[config.mk]
export PLATFORM = sky130hd
export DESIGN_NAME = clk_div_gen
export DESIGN_NICKNAME = d
export VERILOG_FILES = /design/src/rtl/clk_div_gen.sv
export SDC_FILE = /design/constraint.sdc
export NUM_CORES = 1
export LEC_CHECK = 0
export CAP_MARGIN = 20
export CORE_ASPECT_RATIO = 1.5
export CORE_MARGIN = 1
export CORE_UTILIZATION = 62
export CTS_CLUSTER_SIZE = 10
export DETAILED_ROUTE_END_ITERATION = 12
export HOLD_SLACK_MARGIN = 0.03
export PLACE_DENSITY_LB_ADDON = 0.05
export SLEW_MARGIN = 20
export SYNTH_ARGS = -nofsm -noshare
export SYNTH_HDL_FRONTEND = slang
export SYNTH_SLANG_ARGS = --single-unit
[constraint.sdc]
create_clock -name clk -period 3.3 [get_ports clk]
set_clock_uncertainty 0.05 [all_clocks]
set_input_delay 0.66 -clock clk [delete_from_list [all_inputs] [get_ports clk]]
set_output_delay 0.66 -clock clk [all_outputs]
set_load 0.005 [all_outputs]
[src/rtl/clk_div_gen.sv]
// clk_div_gen: NCH independent 50%-duty clock dividers, period 2*(D+1) clk cycles.
// Optional saturating rising-edge counters are built when CLK_DIV_GEN_EDGE_CNT_EN is defined.
module clk_div_gen #(
    parameter int NCH   = 4,
    parameter int DIV_W = 8,
    parameter int CNT_W = 32
) (
    input  logic                 clk,
    input  logic                 rst_n,
    input  logic [NCH-1:0]       en,
    input  logic [NCH*DIV_W-1:0] div,
    input  logic [NCH-1:0]       load,
`ifdef CLK_DIV_GEN_EDGE_CNT_EN
    input  logic [NCH-1:0]       cnt_clr,
    output logic [NCH*CNT_W-1:0] edge_cnt,
`endif
    output logic [NCH-1:0]       clk_out,
    output logic [NCH-1:0]       clk_out_n,
    output logic [NCH-1:0]       rise
);

    typedef enum logic [1:0] {
        ST_IDLE = 2'd0,
        ST_LOW  = 2'd1,
        ST_HIGH = 2'd2
    } state_t;

    if (NCH < 1 || NCH > 16 || DIV_W < 1 || CNT_W < 1) begin : g_param_check
        $error("clk_div_gen: parameter out of range");
    end

`ifdef CLK_DIV_GEN_EDGE_CNT_EN
    function automatic logic [CNT_W-1:0] sat_inc(input logic [CNT_W-1:0] v);
        return (v == {CNT_W{1'b1}}) ? v : v + CNT_W'(1);
    endfunction
`endif

    for (genvar k = 0; k < NCH; k++) begin : g_ch
        state_t           r_state;
        state_t           w_state_nxt;
        logic [DIV_W-1:0] r_hc;
        logic [DIV_W-1:0] w_hc_nxt;
        logic [DIV_W-1:0] r_shadow;
        logic [DIV_W-1:0] w_shadow_nxt;
        logic [DIV_W-1:0] r_active;
        logic [DIV_W-1:0] w_active_nxt;
        logic [DIV_W-1:0] w_div;
        logic             w_terminal;
        logic             r_clk_out;
        logic             r_clk_out_n;
        logic             r_rise;

        assign w_div      = div[k*DIV_W +: DIV_W];
        assign w_terminal = (r_hc == r_active);

        // The active divisor only changes on a LOW->HIGH boundary or while idle,
        // so a load landing on that boundary already governs the new HIGH phase.
        always_comb begin
            w_state_nxt  = r_state;
            w_hc_nxt     = r_hc;
            w_shadow_nxt = load[k] ? w_div : r_shadow;
            w_active_nxt = r_active;
            unique case (r_state)
                ST_IDLE: begin
                    w_hc_nxt     = '0;
                    w_active_nxt = w_shadow_nxt;
                    if (en[k]) begin
                        w_state_nxt = ST_LOW;
                    end
                end
                ST_LOW: begin
                    if (!en[k]) begin
                        w_state_nxt = ST_IDLE;
                        w_hc_nxt    = '0;
                    end else if (w_terminal) begin
                        w_state_nxt  = ST_HIGH;
                        w_hc_nxt     = '0;
                        w_active_nxt = w_shadow_nxt;
                    end else begin
                        w_hc_nxt = r_hc + DIV_W'(1);
                    end
                end
                ST_HIGH: begin
                    // A high phase always runs to completion before stopping.
                    if (w_terminal) begin
                        w_state_nxt = en[k] ? ST_LOW : ST_IDLE;
                        w_hc_nxt    = '0;
                    end else begin
                        w_hc_nxt = r_hc + DIV_W'(1);
                    end
                end
                default: begin
                    w_state_nxt = ST_IDLE;
                    w_hc_nxt    = '0;
                end
            endcase
        end

        always_ff @(posedge clk or negedge rst_n) begin
            if (!rst_n) begin
                r_state     <= ST_IDLE;
                r_hc        <= '0;
                r_shadow    <= '0;
                r_active    <= '0;
                r_clk_out   <= 1'b0;
                r_clk_out_n <= 1'b0;
                r_rise      <= 1'b0;
            end else begin
                r_state     <= w_state_nxt;
                r_hc        <= w_hc_nxt;
                r_shadow    <= w_shadow_nxt;
                r_active    <= w_active_nxt;
                r_clk_out   <= (w_state_nxt == ST_HIGH);
                r_clk_out_n <= (w_state_nxt == ST_LOW);
                r_rise      <= (r_state == ST_LOW) && (w_state_nxt == ST_HIGH);
            end
        end

        assign clk_out[k]   = r_clk_out;
        assign clk_out_n[k] = r_clk_out_n;
        assign rise[k]      = r_rise;

`ifdef CLK_DIV_GEN_EDGE_CNT_EN
        logic [CNT_W-1:0] r_cnt;

        always_ff @(posedge clk or negedge rst_n) begin
            if (!rst_n) begin
                r_cnt <= '0;
            end else if (cnt_clr[k]) begin
                r_cnt <= '0;
            end else if (r_rise) begin
                r_cnt <= sat_inc(r_cnt);
            end
        end

        assign edge_cnt[k*CNT_W +: CNT_W] = r_cnt;
`endif
    end

endmodule
==> flow_summary_export.csv, run 1 <==
group,metric,value,unit
global_routing,grt_max_degree,60,
synthesis,synth_edf_count,0,
power,power_density,787,nW/um2
floorplan,core_area,8780,um2
sta,period_minus_slack,2.00,ns
routing,drtPass1Iterations,4,
floorplan,num_rows,42,
sta,maxSlewViolCount,0,
power,vdd_drop_max,0.517,mV
clock_network,cts_buffer_depth,2,
floorplan,die_w,79.6,um
floorplan,num_io_pins,54,
global_routing,first_global_vias,3771,
clock_network,cts_hold_buf,0,
synthesis,yosys.area.top_type,"dfrtp_1",
critical_path,slowest_delay,0.42,ns
critical_path,critPathKind,"reg2reg",
routing,drt-total-wl,10200,um
routing,wire_per_inst,16.4,um
synthesis,synth_top_family_by_area,"multiplexers",
routing,ant_nets,0,
critical_path,crit_fanout,8,
layout,syn2layout_area_growth,20.5,%
routing,drt-initial-drc-count,146,
critical_path,startpoint,"g_ch[3].r_state[1]",
place,dp_hpwl,7070,um
clock_network,clock_sinks,116,
critical_path,arrival,2.23,ns
outcome,status,"finished, final reports clean",
sta,fin_tns_setup,0,ns
critical_path,r2r-start,"g_ch[3].r_state[1]",
sta,worst_slack,1.30,ns
critical_path,crit_slowest_cell,"dfrtp_1",
routing,drc_errors,0,
critical_path,critPathLaunchType,"flop",
synthesis,synthAdderAreaFrac,4.47,%
job,maxCapViolations,0,
power,p_leak,0.00297,uW
synthesis,synthTopCellsByArea,"dfrtp_1 52%, mux2_2 7.6%, mux2_4 6.4%",
clock_network,cts_root_buf,"clkbuf_16",
synthesis,async_flop_share,100,%
global_routing,grt_pass1_wl,17700,um
clock_network,cts_resized,0,
floorplan,start_util,63.8,%
layout,diodes,0,
synthesis,synth-simple-area-share,11.3,%
synthesis,syn_avg_cell_area,12.5,um2
synthesis,synth_top_area_share,51.9,%
global_routing,overflow,0,
synthesis,netlist-cell-type-count,47,
sta,timing.final.crit_share,60.5,%
global_routing,antenna_found_initial,0,
critical_path,required,3.54,ns
synthesis,synth_ff_type,"dfrtp_1",
global_routing,track_usage,24.6,%
synthesis,syn_nets,509,
clock_network,htreeDepth,4,
sta,rsz0062_at_grt,"no",
clock_network,numCtsBuffers,17,
synthesis,netlist_top_cells_count,"116 x dfrtp_1, 38 x mux2_2, 38 x nor2_1, 37 x xnor2_1, 24 x mux2_4",
clock_network,clk_latency,0.40,ns
synthesis,yosysSeqAreaShare,51.9,%
sta,fmaxAchievable,0.501,GHz
clock_network,clkTransAtPathRegs,0.05,ns
synthesis,yosysMostFrequentCell,"dfrtp_1",
critical_path,critPathTopFamily,"flip-flops",
min_path,hold_class,"in2async",
floorplan,die_h,118,um
place,port_buffers,53,
clock_network,cts_tree,"done",
synthesis,yosys_warnings,0,
place,gp_congestion,0.891,
critical_path,endpoint_kind,"flop",
layout,finalNetCount,564,
layout,postLayoutCoreUtil,76.8,%
clock_network,cts_setup_buffers,0,
layout,drive_gt1_share,20.2,%
routing,vias,3466,
synthesis,synthXorXnorAreaFrac,8.76,%
synthesis,synth_seq_cells,116,
routing,vias_per_cell,5.55,
critical_path,crit_buf_inv,1,
sta,slew_headroom,51.5,%
layout,fillers,554,
sta,worst_pin_slew,0.728,ns
floorplan,dieArea,9420,um2
synthesis,syn_area,5600,um2
synthesis,synth_compound_gate_area_share,5.34,%
synthesis,synth.area.mux_share,14.8,%
critical_path,path_cells,"inv_1, ha_1, nand2_1, nor3_1, a21oi_2, mux2_2",
place,pre_cts_ws,0.958,ns
synthesis,synth_cells,447,
sta,hold_violations,0,
sta,setup_viol,0,
## logic make-up (layout without fill, tap and decap cells)
logic type               after synthesis  after routing
multiplexers                          66             66
XOR/XNOR                              56             56
AO/OA/AOI/OAI                         36             36
adder cells (fa/ha/maj)               20             20
AND/OR/NAND/NOR                      119            119
buffers and inverters                 34            101
flip-flops                           116            116
## layout by cell type, fill, tap and decap left out, types with 3 or more instances in the layout
master,instances
dfrtp_1,116
clkdlybuf4s50_1,52
nor2_1,38
mux2_2,38
xnor2_1,37
mux2_4,24
ha_1,20
xor2_1,19
nand3_1,18
clkbuf_16,17
nand2_1,16
inv_1,15
nand4_1,9
a21oi_1,9
and3_1,9
o21ai_0,5
and4_1,4
and2_1,3
o211ai_1,3
o221ai_1,3
nand2b_1,3
and3b_1,3
and4b_1,3
clkinvlp_4,3
bufinv_16,3
clkinv_2,3
clkbuf_8,3
buf_4,3
## layout make-up
type | instances | area [um2] | share of cell area [%]
inverters | 15 | 56.3 | 0.835
multi-input cells | 297 | 2500 | 37.1
clock buffers | 22 | 474 | 7.03
well taps | 110 | 138 | 2.04
flip-flops and latches | 116 | 2900 | 43.0
repair buffers | 55 | 543 | 8.05
clock inverters | 9 | 128 | 1.89
## sequential cells by signal (all words and copies together) (netlist names)
signal and cells:
g_ch.r_active 32, g_ch.r_hc 32, g_ch.r_shadow 32, g_ch.r_state 8, g_ch.r_clk_out 4, g_ch.r_clk_out_n 4, g_ch.r_rise 4
## per-stage QoR
step | total power, uW | cells | area (um2) | hold WS [ns]
CTS | 5340 | 624 | 6740 | 0.371
global route | 5580 | 624 | 6740 | 0.393
floorplan | 3110 | 447 | 5600 | 0.314
finish | 5300 | 624 | 6740 | 0.333
global placement | 3380 | 593 | 6140 | 0.427
detailed placement | 3450 | 593 | 6140 | 0.435
## power by group
group          internal (uW)  switching (uW)  leakage, uW
clock                   1240             617     0.000288
sequential              1740             252      0.00146
combinational            832             625      0.00122
total                   3810            1490      0.00297
## worst paths after layout
path                                       end  slack (ns)  cells past startpoint
max                        g_ch[3].r_active[5]        1.30                      6
min                        g_ch[0].r_shadow[4]        0.33                      2
max reg2reg                g_ch[3].r_active[5]        1.30                      6
min reg2reg                g_ch[3].r_shadow[2]        0.44                      1
max in group asynchronous      g_ch[0].r_hc[0]        2.36                      2
min in group clk           g_ch[3].r_shadow[2]        0.44                      1
## metal layers
metal,up-vias,track usage (%),part of all wire (%)
met5,-,0,0
met4,0,8.75,1.2
met3,12,6.25,3.4
met2,80,41.7,54
met1,1724,29.7,41
li1,1650,-,-
## worst register-to-register path: stages (launching register included)
cell and delay, ns:
dfrtp_1 0.42, inv_1 0.12, ha_1 0.25, nand2_1 0.16, nor3_1 0.09, a21oi_2 0.39
mux2_2 0.40
No activity file was read; power rests on OpenSTA's default activity.
==> run 2: changes to the inputs <==
Settings changed: CORE_UTILIZATION 62 to 52.
Clock period 3.3 ns to 1.6 ns, I/O delays scaled along.
==> run 2 against run 1 <==
Against the previous run:
- the run now ends with negative setup slack left
- non-clock buffer count grew 102
- hold slack improved by 0.092 ns
- setup slack got worse by 1.5 ns
- sequential power grew 110%
- combinational power rose to 3.2 times the previous value
- final cell count increased by 22%
- critical path depth did not move
- critical path type unchanged
- largest power group is now combinational logic
==> flow_summary_export.csv, run 2 (synthesis gave the netlist of run 1 again) <==
group,metric,value,unit
outcome,status,"finished, violations left",
outcome,violations,"negative setup slack",
global_routing,first_global_vias,4261,
floorplan,num_rows,46,
sta,period_minus_slack,1.82,ns
critical_path,path_cells,"xnor2_2, buf_4, nand4_1, o31ai_2, o21ai_4, nor4bb_4",
critical_path,crit_slowest_cell,"dfrtp_1",
layout,drive_gt1_share,45.7,%
critical_path,r2r-start,"g_ch[0].r_hc[6]",
power,p_seq_share,30.8,%
routing,drtPass1Iterations,4,
layout,reg_top3,"g_ch.r_active (32), g_ch.r_hc (32), g_ch.r_shadow (32)",
power,p_sw_share,27.8,%
sta,fmaxAchievable,0.550,GHz
place,port_buffers,53,
critical_path,rrSetupSlack,-0.22,ns
sta,whs,0.425,ns
global_routing,track_usage,23.7,%
floorplan,die_w,86.7,um
power,p_clk_share,34.1,%
power,power_density,1600,nW/um2
sta,hold_violations,0,
critical_path,endpoint_kind,"flop",
critical_path,critPathTopFamily,"compound AO/OA/AOI/OAI gates",
clock_network,htreeDepth,4,
critical_path,critPathKind,"reg2reg",
layout,most-common-layout-cells,"116 x dfrtp_1, 90 x buf_4, 40 x clkdlybuf4s50_1",
critical_path,crit_fanout,4,
layout,final_area,8260,um2
critical_path,r2r_end,"g_ch[0].r_rise",
sta,maxSlewViolCount,0,
floorplan,num_io_pins,54,
floorplan,start_util,53.1,%
floorplan,die_h,129,um
power,p_leak,0.00381,uW
global_routing,overflow,0,
power,internal_power,9570,uW
sta,timing.final.crit_share,114,%
layout,postLayoutCoreUtil,78.4,%
clock_network,cts_tree,"done",
layout,finalNetCount,666,
clock_network,cts_buffer_depth,2,
layout,diodes,0,
critical_path,required,1.86,ns
floorplan,dieArea,11200,um2
global_routing,grt_max_degree,82,
critical_path,crit_buf_inv,1,
sta,rsz0062_at_grt,"yes",
routing,vias_per_cell,5.18,
floorplan,core_area,10500,um2
sta,worst_pin_slew,0.462,ns
sta,worst_slack,-0.218,ns
power,vdd_drop_max,1.06,mV
routing,wire_per_inst,16.4,um
clock_network,clock_sinks,116,
power,p_sw,3690,uW
critical_path,arrival,2.08,ns
critical_path,reg2reg_depth,6,
place,gp_congestion,0.811,
critical_path,slowest_delay,0.41,ns
critical_path,critPathLaunchType,"flop",
layout,syn2layout_area_growth,47.6,%
power,power_frac_comb,35.1,%
sta,slew_headroom,69.2,%
min_path,hold_class,"in2async",
layout,final_common_cell,"dfrtp_1",
clock_network,cts_root_buf,"clkbuf_16",
global_routing,grt_pass1_wl,19800,um
routing,drt-total-wl,12500,um
global_routing,antenna_found_initial,0,
sta,setup_viol,67,
job,maxCapViolations,0,
clock_network,numCtsBuffers,17,
routing,drc_errors,0,
place,dp_hpwl,7520,um
place,placed_area,6900,um2
routing,drt-initial-drc-count,165,
routing,ant_nets,0,
routing,vias,3945,
clock_network,clk_latency,0.41,ns
clock_network,clkTransAtPathRegs,0.05,ns
## run 2: changes by cell type in the layout (fill, tap and decap cells not counted), moves of 12 or more
cell / change
buf_4: +87
clkdlybuf4s50_1: -12
nor2_1: -24
nor2_2: +16
xnor2_1: -15
xnor2_2: +15
## run 2: routing by layer
| layer | vias to the layer above | track usage [%] | wire [um] |
|---|---|---|---|
| li1 | 1871 | - | - |
| met1 | 1962 | 25.0 | 4790 |
| met2 | 95 | 43.0 | 6960 |
| met3 | 17 | 7.13 | 438 |
| met4 | 0 | 11.0 | 271 |
| met5 | - | 0 | 0 |
## run 2: cell type report
| cell class | count | area, um2 |
|---|---|---|
| clock buffer | 23 | 488 |
| clock inverter | 9 | 220 |
| fill | 649 | 2270 |
| inverter | 15 | 56.3 |
| multi-input combinational | 297 | 2980 |
| sequential | 116 | 2900 |
| tap | 144 | 180 |
| timing repair buffer | 157 | 1430 |
## run 2: how the worst max path moves through the flow
stage	from	end	slack, ns	depth (start not counted)
6_report	g_ch[0].r_hc[6]	g_ch[0].r_rise	-0.22	6
3_5_place_dp	g_ch[1].r_active[7]	g_ch[1].r_active[5]	-0.29	5
2_1_floorplan	g_ch[1].r_hc[0]	g_ch[1].r_active[0]	-0.10	6
3_3_place_gp	g_ch[1].r_active[5]	g_ch[1].r_active[7]	-0.23	5
5_1_grt	g_ch[3].r_active[1]	g_ch[3].r_active[1]	-0.31	6
4_1_cts	g_ch[1].r_active[1]	g_ch[1].r_rise	-0.20	6
## run 2: tightest hold or removal path, cell delays in order
cell and delay [ns]:
dlygate4sd3_1 0.52, buf_4 0.12, buf_12 0.33
## run 2: what timing repair did
action,CTS,global route
setup buffers,22,5
endpoints found under the setup margin,88,80
gates resized for setup,57,57
pin swaps,51,31
hold endpoints to repair,116,0
hold buffers,1,0
## run 2: power groups by stage
stage	logic, uW	registers, uW	clock network, uW
global placement	3620	4030	0
detailed placement	3720	4040	0
finish	4650	4090	4520
global route	4980	4160	4710
CTS	4230	4050	4570
floorplan	2490	3980	0
## run 2: metrics by stage
stage               setup TNS (ns)  total power [uW]  worst slack (ns)  instances
floorplan                    -1.93              6470            -0.102        447
global placement             -8.99              7650            -0.231        708
detailed placement          -10.75              7770            -0.286        708
CTS                          -7.30             12900            -0.196        758
global route                -14.93             13800            -0.308        761
finish                       -9.46             13300            -0.218        761
